$ cat config.mk
export PLATFORM = sky130hd
export DESIGN_NAME = mmio_port_unit
export DESIGN_NICKNAME = d
export VERILOG_FILES = /design/src/rtl/mmio_port_unit.sv
export SDC_FILE = /design/constraint.sdc
export NUM_CORES = 1
export LEC_CHECK = 0
export BUFFER_PORTS_ARGS = -buffer_cell sky130_fd_sc_hd__buf_2
export CORE_MARGIN = 8
export CORE_UTILIZATION = 50
export CTS_BUF_LIST = sky130_fd_sc_hd__clkbuf_4
export CTS_CLUSTER_DIAMETER = 60
export CTS_CLUSTER_SIZE = 30
export DETAILED_ROUTE_END_ITERATION = 8
export GPL_ROUTABILITY_DRIVEN = 0
export PLACE_DENSITY = 0.75
export SYNTH_ARGS = -nofsm -noshare
export SYNTH_HDL_FRONTEND = slang
export SYNTH_SLANG_ARGS = --single-unit
$ cat constraint.sdc
create_clock -name clk -period 2.1 [get_ports clk]
set_input_delay 0.315 -clock clk [delete_from_list [all_inputs] [get_ports clk]]
set_output_delay 0.315 -clock clk [all_outputs]
set_load 0.02 [all_outputs]
$ cat src/rtl/mmio_port_unit.sv
// MEM-stage memory-mapped I/O block: a 256-byte window holding an output port,
// a synchronized input port with change flags, and a free-running cycle counter.
module mmio_port_unit #(
    parameter logic [31:0] IO_BASE   = 32'h1001_0100,
    parameter int          CNT_WIDTH = 32
) (
    input  logic        clk,
    input  logic        reset,
    input  logic [31:0] MemAddress,
    input  logic [31:0] MemWriteData,
    input  logic        MemWrite,
    input  logic        MemRead,
    input  logic [7:0]  PortIn,
    output logic        IOHit,
    output logic [31:0] IOReadData,
    output logic        RAMWrite,
    output logic        RAMRead,
    output logic [31:0] PortOut,
    output logic        EdgePending
);

    // Word indices within the window (MemAddress[7:2]).
    localparam logic [5:0] IDX_PORT_OUT = 6'd0;
    localparam logic [5:0] IDX_PORT_IN  = 6'd1;
    localparam logic [5:0] IDX_EDGE     = 6'd2;
    localparam logic [5:0] IDX_CYCLE    = 6'd3;

    logic [31:0]          r_port_out;
    logic [7:0]           r_sync1;
    logic [7:0]           r_sync2;
    logic [7:0]           r_prev;
    logic [7:0]           r_edge;
    logic [CNT_WIDTH-1:0] r_cycle;

    logic                 w_hit;
    logic [5:0]           w_idx;
    logic                 w_io_wr;
    logic                 w_wr_port_out;
    logic                 w_wr_edge;
    logic                 w_wr_cycle;
    logic [7:0]           w_edge_set;
    logic [7:0]           w_edge_clr;
    logic [7:0]           w_edge_next;
    logic [CNT_WIDTH-1:0] w_cycle_next;
    logic [31:0]          w_cycle_ext;
    logic [31:0]          w_rdata;

    // Address decode and RAM strobe gating.
    assign w_hit    = (MemAddress[31:8] == IO_BASE[31:8]);
    assign w_idx    = MemAddress[7:2];
    assign IOHit    = w_hit;
    assign RAMWrite = MemWrite & ~w_hit;
    assign RAMRead  = MemRead & ~w_hit;

    assign w_io_wr       = MemWrite & w_hit;
    assign w_wr_port_out = w_io_wr & (w_idx == IDX_PORT_OUT);
    assign w_wr_edge     = w_io_wr & (w_idx == IDX_EDGE);
    assign w_wr_cycle    = w_io_wr & (w_idx == IDX_CYCLE);

    // A fresh change on the synchronized input overrides a same-cycle clear.
    assign w_edge_set  = r_sync2 ^ r_prev;
    assign w_edge_clr  = w_wr_edge ? MemWriteData[7:0] : 8'h00;
    assign w_edge_next = (r_edge & ~w_edge_clr) | w_edge_set;

    assign w_cycle_next = w_wr_cycle ? MemWriteData[CNT_WIDTH-1:0]
                                     : r_cycle + {{(CNT_WIDTH-1){1'b0}}, 1'b1};

    always_comb begin
        w_cycle_ext                = '0;
        w_cycle_ext[CNT_WIDTH-1:0] = r_cycle;
    end

    always_comb begin
        w_rdata = 32'h0000_0000;
        case (w_idx)
            IDX_PORT_OUT: w_rdata = r_port_out;
            IDX_PORT_IN:  w_rdata = {24'h00_0000, r_sync2};
            IDX_EDGE:     w_rdata = {24'h00_0000, r_edge};
            IDX_CYCLE:    w_rdata = w_cycle_ext;
            default:      w_rdata = 32'h0000_0000;
        endcase
    end

    assign IOReadData = w_rdata;

    always_ff @(posedge clk or negedge reset) begin
        if (!reset) begin
            r_port_out <= 32'h0000_0000;
        end else if (w_wr_port_out) begin
            r_port_out <= MemWriteData;
        end
    end

    // Two-flop synchronizer plus history flop for change detection.
    always_ff @(posedge clk or negedge reset) begin
        if (!reset) begin
            r_sync1 <= 8'h00;
            r_sync2 <= 8'h00;
            r_prev  <= 8'h00;
        end else begin
            r_sync1 <= PortIn;
            r_sync2 <= r_sync1;
            r_prev  <= r_sync2;
        end
    end

    always_ff @(posedge clk or negedge reset) begin
        if (!reset) begin
            r_edge <= 8'h00;
        end else begin
            r_edge <= w_edge_next;
        end
    end

    always_ff @(posedge clk or negedge reset) begin
        if (!reset) begin
            r_cycle <= '0;
        end else begin
            r_cycle <= w_cycle_next;
        end
    end

    assign PortOut     = r_port_out;
    assign EdgePending = |r_edge;

endmodule
* After elaboration in Yosys (flattened, before gate mapping) *
Index checks and enable logic that the tools add are counted.

storage, ports and cells
  register bits = 96
  latch bits = 0
  bits in writable memories = 0
  memory bits (read-only) = 0
  memories = 0

operators by class
  add/subtract/negate cells = 1
  multipliers = 0
  div/mod/pow operators = 0
  order comparisons = 0
  eq/ne operators = 4
  shifts and indexed selects = 0
  muxes and demuxes = 3
  bitwise logic cells = 11
  reductions and logical operators = 2

operators by type and width
  cell                                                               number
  32-bit case mux with 4 select lines                                1
  32-bit by 1-bit adder with 32-bit output, second input constant    1
  32-bit 2-to-1 mux                                                  1
  24-bit by 21-bit == test with 1-bit output, second input constant  1
  6-bit by 2-bit == test with 1-bit output, second input constant    2
  8-bit bitwise AND                                                  1
  8-bit 2-to-1 mux                                                   1
  8-bit NOT                                                          1
  8-bit OR                                                           1
  8-bit OR reduction                                                 1
  8-bit bitwise XOR                                                  1
  1-bit bitwise AND                                                  6
  6-bit by 1-bit == test with 1-bit output, second input constant    1
  6-bit zero test                                                    1
  1-bit NOT                                                          1

* Depth between registers and ports, before layout *
  depth in word-level cells = 7
  mapped depth = 7
  gate-level depth less buffers = 6

* Worst setup path after synthesis *
Ideal clock, no wire load.

  path kind = input to output
  start point = input port MemAddress[7]
  end point = output port IOReadData[11]
  arrival = 1641 ps
  data required time = 1785 ps
  slack = 144 ps
  stages = 7
  buffers on the path = 2
  path through = nor4_4 > nand2b_1 > buf_2 > nor2_4 > clkbuf_1 > nand2_1 > o21ai_0

between the ends
  longest elaborated chain between the ends = 2

RTL lines
  element                                                                 RTL line  source
  from (decl)                                                             9         input logic [31:0] MemAddress,
  6-bit by 2-bit == test with 1-bit output, or another cell as far along  75        case (w_idx)
  32-bit case mux with 4 select lines (*)                                 75
  to (decl)                                                               15        output logic [31:0] IOReadData,

Every way passes the cells marked *; elsewhere a longest branch is shown, timed or not.

* Worst setup path in the final report *
  start point = input port MemAddress[4]
  end point = output port IOReadData[29]

Same word-level chain as after synthesis.

==> reports/metrics.csv <==
metric,value,unit
status,"finished, final reports clean",
CTS Buffer Depth,2,
minimum clock period,2.02,ns
Clock Skews,0.0152,ns
Clk pwr share,0.289,
Setup Crit Path Kind,input pin to output port,
post-CTS sizing,0,
vias in the first global route,3829,
Worst-Margin Slew,0.444,ns
initial antenna violation count,1,
#FFs+latches synth,96,
initial core utilization,0.505,
total track usage,0.191,
Core Area,9110,um2
max cap viols,0,
vias per cell,5.46,
sw frac,0.246,
Final WS setup,0.0789,ns
CP arrival,1.71,ns
most common cell in the netlist,dfrtp_1,
die height,112,um
Yosys top cell by area,dfrtp_1,
TritonRoute pass-1 iters,5,
share of layout cells above drive strength 1,0.388,
Peak VDD IR,0.310,mV
placed cells,651,
CTS tree,yes,
period utilisation layout,0.962,
sequential power share,0.639,
die area,12500,um2
via count,3709,
power per cell area,511,nW/um2
worst min-delay path category,input pin to flip-flop,
FP Rows,35,
Sink Count,96,
most used flip-flop cell after synthesis,dfrtp_1,
Startpoint Class,input pin,
sequential area share after synthesis,0.522,
DRT Wirelength,11.9,mm
Critical Path RT,1.78,ns
first-pass GRT wire length,19.4,mm
Pleak,2.78,nW
H-Tree Depth,3,
ys async rst share,1.00,
Die W,112,um
Total Nets Final,639,
Critical Path Source,MemAddress[4],
DRT iter0 DRCs,141,
Worst-path clk slew,0.15,ns
area grow syn2layout,25.3,%
YS warnings,0,
"Distinct cells, synth",35,
Final Max Tran Viols,0,
worst rel slew slack,0.701,
min-delay src,MemWriteData[13],
Final Instance Count excl. Fillers,679,
Mapped Nets,477,
Gate Count Post-Synth,400,
cts bufs inserted,9,
FMAX,495,MHz
Final ANT Viol Nets,0,
largest net degree at the start of global routing,39,
Internal Pwr Total,2.22,mW
Area contributors post-synth,"dfrtp_1, mux2_2, xor2_1, nand2_1, a22o_1",
final setup fails,0,
DP HPWL,8.85,mm
post-place setup slack,0.0524,ns
PortBufs,141,
Post-route DRC,0,
Synth top area share,0.522,
Root Buffer,clkbuf_4,
final design utilization,0.634,
Final Hold Fails,0,
top post-synthesis cells by count,"dfrtp_1, nand2_1, mux2_2",
Comb power frac,0.072,
clk_lat worst skew,0.43,ns
Post-synth EDFFs,0,
mean area per synthesized cell,11.5,um2
# IOs,144,
worst-path maximum fanout,23,
Syn Std Cell Area,4600,um2
GRT overflow,0,
switching pwr,0.725,mW
wire length per cell,17.5,um
Reg-to-Reg Start,r_cycle[2],
CP Capture Type,output port,
placed cells by master (no fill, tap or decap), types with 4 or more instances in the layout:
master and n:
a21o_1 8, a22o_1 21, and3_1 6, and4_1 5, buf_12 6, buf_2 140, buf_4 15, clkbuf_4 10
dfrtp_1 96, dlygate4sd3_1 9, inv_1 4, mux2_2 34, mux2i_1 16, nand2_1 51, nand3_1 12, nand4_1 13
nor2_1 6, nor4_1 10, nor4_4 4, o21ai_0 32, o22ai_1 8, xnor2_1 11, xor2_1 27
per-stage QoR:
| step | power (mW) | instance area (um2) | TNS, ns | hold slack [ns] |
|---|---|---|---|---|
| after floorplan | 1.97 | 4600 | 0 | 0.0194 |
| after global placement | 2.11 | 5550 | 0 | 0.286 |
| after detailed placement | 2.12 | 5550 | 0 | 0.295 |
| after CTS | 2.99 | 5750 | 0 | 0.0611 |
| after global routing | 3.07 | 5770 | -0.0228 | 0.0769 |
| final | 2.95 | 5770 | 0 | 0.0894 |
final timing paths:
path / end / slack [ns] / cells past startpoint
worst min-delay path: r_cycle[13] / 0.09 / 3
worst min register to register: r_sync2[5] / 0.37 / 0
max in group asynchronous: r_sync1[1] / 1.05 / 3
min in group asynchronous: PortOut[11] / 0.36 / 2
worst max-delay path: IOReadData[29] / 0.08 / 7
worst max register to register: r_cycle[29] / 0.20 / 5
what timing repair did:
action                                  in CTS  in global routing
endpoints found under the setup margin       0                  5
setup buffers                                0                  2
hold buffers                                 9                  0
hold endpoints to repair                    40                  0
area by class of cell:
type | instances | area [um2]
Timing Repair Buffer | 170 | 1020
Multi-Input combinational cell | 281 | 2080
Tap cell | 111 | 139
Fill cell | 766 | 3340
Clock inverter | 6 | 35.0
Antenna cell | 1 | 2.50
Clock buffer | 10 | 75.1
Sequential cell | 96 | 2400
Inverter | 4 | 15.0
routing by layer:
layer | up-vias | wire length, um | GRT usage
li1 | 1767 | - | -
met1 | 1798 | 4900 | 0.230
met2 | 131 | 5850 | 0.319
met3 | 13 | 989 | 0.0547
met4 | 0 | 150 | 0.0683
met5 | - | 0 | 0
worst max-delay path, cell delays in order:
cell,delay [ns]
buf_2,0.11
nor4_4,0.37
nand2b_1,0.17
nor2_4,0.19
buf_12,0.19
a22o_1,0.17
buf_2,0.17
power by group through the flow:
stage / logic (mW) / clock network (mW) / registers [mW]
after floorplan: 0.0552 / 0 / 1.92
after global placement: 0.196 / 0 / 1.92
after detailed placement: 0.200 / 0 / 1.92
after CTS: 0.214 / 0.889 / 1.89
after global routing: 0.232 / 0.946 / 1.89
final: 0.211 / 0.852 / 1.88
state kept, by name, indices dropped and copies added (netlist names):
signal and count:
r_sync2 8, r_cycle 32, r_prev 8, r_edge 8, r_sync1 8, PortOut 32
logic make-up (layout without fill, tap and decap cells):
family	Yosys count	count (layout)	share of synthesized area
simple gates	122	122	0.157
flops	96	96	0.522
compound gates	69	69	0.0986
mux	51	51	0.120
xor+xnor	38	38	0.0723
buf+inv	23	190	0.0269
fa+ha+maj	1	1	0.00272
other cells	0	1	0
(Power assumes the default switching activity.)
